==> src/rtl/arbitro_compuerta.sv <==
// Two-lane round-robin gate arbiter: grants one lane, checks its PIN, sequences
// open/close, and locks out on repeated bad PINs, intrusion or tailgating.
module arbitro_compuerta #(
  parameter logic [15:0] CLAVE_CORRECTA = 16'h2468,
  parameter int unsigned MAX_INTENTOS   = 3,
  parameter int unsigned TIMEOUT_CICLOS = 1000
) (
  input  logic        clk,
  input  logic        reset,
  input  logic [1:0]  LV,
  input  logic [1:0]  PV,
  input  logic [15:0] clave0,
  input  logic [15:0] clave1,
  input  logic [1:0]  CV,
  input  logic        BR,
  output logic [1:0]  GNT,
  output logic        AC,
  output logic        CP,
  output logic        AI,
  output logic        AB
);

  localparam int unsigned TW = $clog2(TIMEOUT_CICLOS + 1);

  localparam logic [1:0] IDLE = 2'd0;
  localparam logic [1:0] PIN  = 2'd1;
  localparam logic [1:0] OPEN = 2'd2;
  localparam logic [1:0] BLOQ = 2'd3;

  logic [1:0]    estado, estado_nx;
  logic          g, g_nx;
  logic          ult, ult_nx;
  logic [1:0]    intentos, intentos_nx, intentos_inc;
  logic [TW-1:0] timer, timer_nx;
  logic          ac_nx, cp_nx, ai_nx;
  logic [15:0]   clave_g;
  logic          expira;

  assign clave_g      = g ? clave1 : clave0;
  assign intentos_inc = intentos + 2'd1;
  assign expira       = (timer == TW'(TIMEOUT_CICLOS));

  always_comb begin
    estado_nx   = estado;
    g_nx        = g;
    ult_nx      = ult;
    intentos_nx = intentos;
    timer_nx    = timer;
    ac_nx       = 1'b0;
    cp_nx       = 1'b0;
    ai_nx       = 1'b0;
    case (estado)
      IDLE: begin
        intentos_nx = '0;
        timer_nx    = '0;
        if (LV != 2'b00) begin
          estado_nx = PIN;
          // single requester wins outright; a tie goes to the lane not served last
          g_nx = (LV == 2'b11) ? ~ult : LV[1];
        end
      end
      PIN: begin
        if (CV != 2'b00) begin
          estado_nx = BLOQ;
        end else if (PV[g]) begin
          timer_nx = '0;
          if (clave_g == CLAVE_CORRECTA) begin
            ac_nx     = 1'b1;
            estado_nx = OPEN;
            ult_nx    = g;
          end else begin
            ai_nx       = 1'b1;
            intentos_nx = intentos_inc;
            if (intentos_inc == 2'(MAX_INTENTOS))
              estado_nx = BLOQ;
          end
        end else if (!LV[g] || expira) begin
          estado_nx = IDLE;
          ult_nx    = g;
        end else begin
          timer_nx = timer + 1'b1;
        end
      end
      OPEN: begin
        if (CV[~g] || (CV[g] && LV[g])) begin
          estado_nx = BLOQ;
        end else if (CV[g] || expira) begin
          cp_nx     = 1'b1;
          estado_nx = IDLE;
        end else begin
          timer_nx = timer + 1'b1;
        end
      end
      default: begin
        if (BR) begin
          estado_nx   = IDLE;
          intentos_nx = '0;
          timer_nx    = '0;
        end
      end
    endcase
  end

  always_ff @(posedge clk) begin
    if (reset) begin
      estado   <= IDLE;
      g        <= 1'b0;
      ult      <= 1'b1;
      intentos <= '0;
      timer    <= '0;
      GNT      <= '0;
      AC       <= 1'b0;
      CP       <= 1'b0;
      AI       <= 1'b0;
      AB       <= 1'b0;
    end else begin
      estado   <= estado_nx;
      g        <= g_nx;
      ult      <= ult_nx;
      intentos <= intentos_nx;
      timer    <= timer_nx;
      // grant and alarm derive from the next state so they move with it
      GNT      <= (estado_nx == PIN || estado_nx == OPEN) ? (g_nx ? 2'b10 : 2'b01) : 2'b00;
      AC       <= ac_nx;
      CP       <= cp_nx;
      AI       <= ai_nx;
      AB       <= (estado_nx == BLOQ);
    end
  end

endmodule

==> config.mk <==
export PLATFORM = sky130hd
export DESIGN_NAME = arbitro_compuerta
export DESIGN_NICKNAME = d
export VERILOG_FILES = /design/src/rtl/arbitro_compuerta.sv
export SDC_FILE = /design/constraint.sdc
export NUM_CORES = 1
export LEC_CHECK = 0
export ABC_CLOCK_PERIOD_IN_PS = 2290
export BUFFER_PORTS_ARGS = -buffer_cell sky130_fd_sc_hd__buf_2
export CORE_ASPECT_RATIO = 0.75
export CORE_UTILIZATION = 46
export CTS_BUF_LIST = sky130_fd_sc_hd__clkbuf_16
export DETAILED_ROUTE_END_ITERATION = 6
export PLACE_DENSITY = 0.75
export SYNTH_ARGS = -nofsm -noshare
export SYNTH_HDL_FRONTEND = slang
export SYNTH_SLANG_ARGS = --single-unit
==> constraint.sdc <==
create_clock -name clk -period 2.29 [get_ports clk]
set_input_delay 0.458 -clock clk [delete_from_list [all_inputs] [get_ports clk]]
set_output_delay 0.458 -clock clk [all_outputs]
set_load 0.005 [all_outputs]
==> reports/metrics.yaml <==
outcome: "completed"
setup_tns_ns: 0
top_level_ports: 47
holdBufCountCts: 0
synth_compound_area_frac: 0.239
ant_nets: 0
clk_path_buf_depth: 2
synthCells: 185
cp.arrival_ns: 2.29
clock_skew_ns: 0.00303
worstMarginPinSlew_ns: 0.486
overflow: 0
async_reset_ff_frac: 0
rows: 17
synth_top_family_by_area: "simple AND/OR/NAND/NOR gates"
track_usage: 0.242
finalHoldViolations: 0
routabilityCongestion: 0.900
synthSimpleGateAreaFrac: 0.317
synthAdderAreaFrac: 0.0639
grt_max_degree: 28
die_x_um: 69.4
start_util: 0.508
worstPathMaxFanout: 4
hpwl_mm: 3.29
start_kind: "flip-flop"
cellPowerDensity_nw_per_um2: 782
dp_cells: 282
worstSkewPairLatency_ns: 0.25
drtPass1Iterations: 4
synth-main-ff-cell: "dfxtp_1"
place_ws_ns: -0.0678
grt_pass1_wl_mm: 6.97
min_period_ns: 2.18
hp-start: "timer[8]"
area_delta_synth_final_pct: 31.4
fin_util: 0.667
layout_setup_ws_ns: 0.113
grt_antenna_before_repair: 0
path_class: "flip-flop to flip-flop"
drv_slew: 0
cts_root_buffer: "clkbuf_16"
seq_area_frac_synth: 0.281
fmax_mhz: 459
fin_cells: 286
core_area_um2: 3080
ys_seq_elements: 22
detail_route.wl_per_cell_um: 14.6
cp-end-kind: "flip-flop"
yosysUniqueCellTypes: 52
power_mw: 1.61
nFillCells: 252
clkSinkCount: 22
slew_headroom: 0.676
die_area_um2: 3650
worstPathRequired_ns: 2.41
synth_mux_area_frac: 0.0503
dr.first_iter.drc_count: 180
synthesis.nets: 234
numPortBuffers: 46
setup_violations: 0
vias: 1687
cts_tree: "built"
syn_area_um2: 1570
yosysWarningCount: 0
hp-class: "flip-flop to flip-flop"
synth-xor-area-share: 0
nets: 299
routed_wl_mm: 4.17
die_h_um: 52.5
drv_cap: 0
power.leakage_nw: 0.886
grt_pass1_vias: 1511
rr_startpoint: "g"
cts_buffers: 3
clkTransAtPathRegs_ns: 0.06
h-tree-depth: 1
synth_edf_count: 0
n_antenna_cell: 0
drc: 0
drive_above_1_share: 0.359
vdd_drop_max_mv: 0.365
avgViaCountPerCell: 5.90
finalCritPeriodShare: 0.951
synth.avg_cell_area_um2: 8.47
cp-startpoint: "g"
[cell families (layout without fill, tap and decap cells)]
logic type / Yosys count / in the layout
mux: 7 / 7
fa+ha+maj: 8 / 8
compound gates: 49 / 49
simple gates: 83 / 83
flops: 22 / 22
buf+inv: 16 / 79
[worst max-delay path, stage by stage, from the launching register on]
cell and delay, ns:
dfxtp_1 0.36, nor4_1 0.30, nand4b_1 0.16, buf_4 0.18, o22ai_2 0.17, nor4_1 0.09, o32ai_1 0.35, ha_1 0.30
nor3b_1 0.14
[sequential cells by signal, summed over array words and instances, names as in the netlist]
signal,flops
ult,1
AI,1
AC,1
GNT,2
g,1
timer,10
AB,1
intentos,2
CP,1
estado,2
[final timing paths]
path / end / slack, ns / cells after the start
min reg2reg: timer[8] / 0.50 / 1
min: timer[8] / 0.50 / 1
max: GNT[1] / 0.11 / 8
max reg2reg: GNT[1] / 0.11 / 8
[layout make-up]
type	count	area [um2]	share of cell area
multi-input combinational	147	1060	0.517
sequential	22	443	0.215
timing repair buffer	69	403	0.196
clock buffer	3	75.1	0.0365
tap	38	47.5	0.0231
inverter	7	26.3	0.0128
[layout by cell type, fill, tap and decap left out, types with 2 or more instances in the layout]
cell type / instances
a21oi_1: 10
a311oi_1: 2
a31o_2: 2
a31oi_1: 2
a41oi_1: 2
and3_1: 8
and4_1: 2
buf_2: 46
buf_4: 23
clkbuf_16: 3
dfxtp_1: 20
dfxtp_2: 2
ha_1: 7
inv_1: 7
mux2_2: 4
mux2i_1: 2
nand2_1: 10
nand2b_1: 4
nand3_1: 7
nor2_1: 14
nor2b_1: 2
nor3_1: 12
nor3b_1: 4
nor4_1: 3
nor4b_1: 6
o211a_1: 4
o211ai_1: 2
o21a_1: 4
o21ai_0: 5
o31ai_1: 2
o32ai_1: 3
or4b_1: 2
[stage by stage]
step | area (um2) | hold WS [ns]
2_1_floorplan | 1570 | 0.443
3_3_place_gp | 1960 | 0.482
3_5_place_dp | 1960 | 0.482
4_1_cts | 2030 | 0.493
5_1_grt | 2060 | 0.537
6_report | 2060 | 0.500
[Yosys cell counts (2+ instances only)]
master	number	area share
a21oi_1	10	0.032
nor4b_1	7	0.039
o211a_1	4	0.026
buf_1	2	0.0048
buf_4	2	0.0096
a31o_2	2	0.011
o211ai_1	2	0.0096
and3_1	8	0.032
nor3b_1	4	0.019
nor2b_1	2	0.0080
a41oi_1	2	0.011
dfxtp_1	22	0.28
ha_1	8	0.064
nand3_1	7	0.022
o32ai_1	3	0.017
mux2i_1	2	0.013
mux2_2	4	0.029
clkbuf_1	3	0.0072
a311oi_1	2	0.011
a211oi_1	2	0.0096
o21a_1	4	0.019
nor4_1	3	0.012
nor2_1	14	0.034
a31oi_1	2	0.0080
nor3_1	12	0.038
o31ai_1	2	0.0096
and4_1	2	0.011
inv_1	7	0.017
nand2_1	10	0.024
or4b_1	2	0.013
nand2b_1	4	0.016
o21ai_0	5	0.016
[what timing repair did]
item,4_1_cts,5_1_grt
setup buffers,0,1
gates resized for setup,0,5
endpoints found under the hold margin,0,0
endpoints found under the setup margin,0,9
[power by group]
group / total, mW / internal (mW) / switching, mW
clock: 0.353 / 0.230 / 0.123
sequential: 0.472 / 0.429 / 0.0436
combinational: 0.786 / 0.370 / 0.416
total: 1.61 / 1.03 / 0.582
[layer usage]
layer / track usage / vias to the layer above / wire length [um]
li1: - / 840 / -
met3: 0.0462 / 2 / 311
met1: 0.358 / 778 / 2030
met5: 0 / - / 0
met4: 0.0340 / 0 / 7
met2: 0.369 / 67 / 1820
Power figures use the tool's default switching activity.
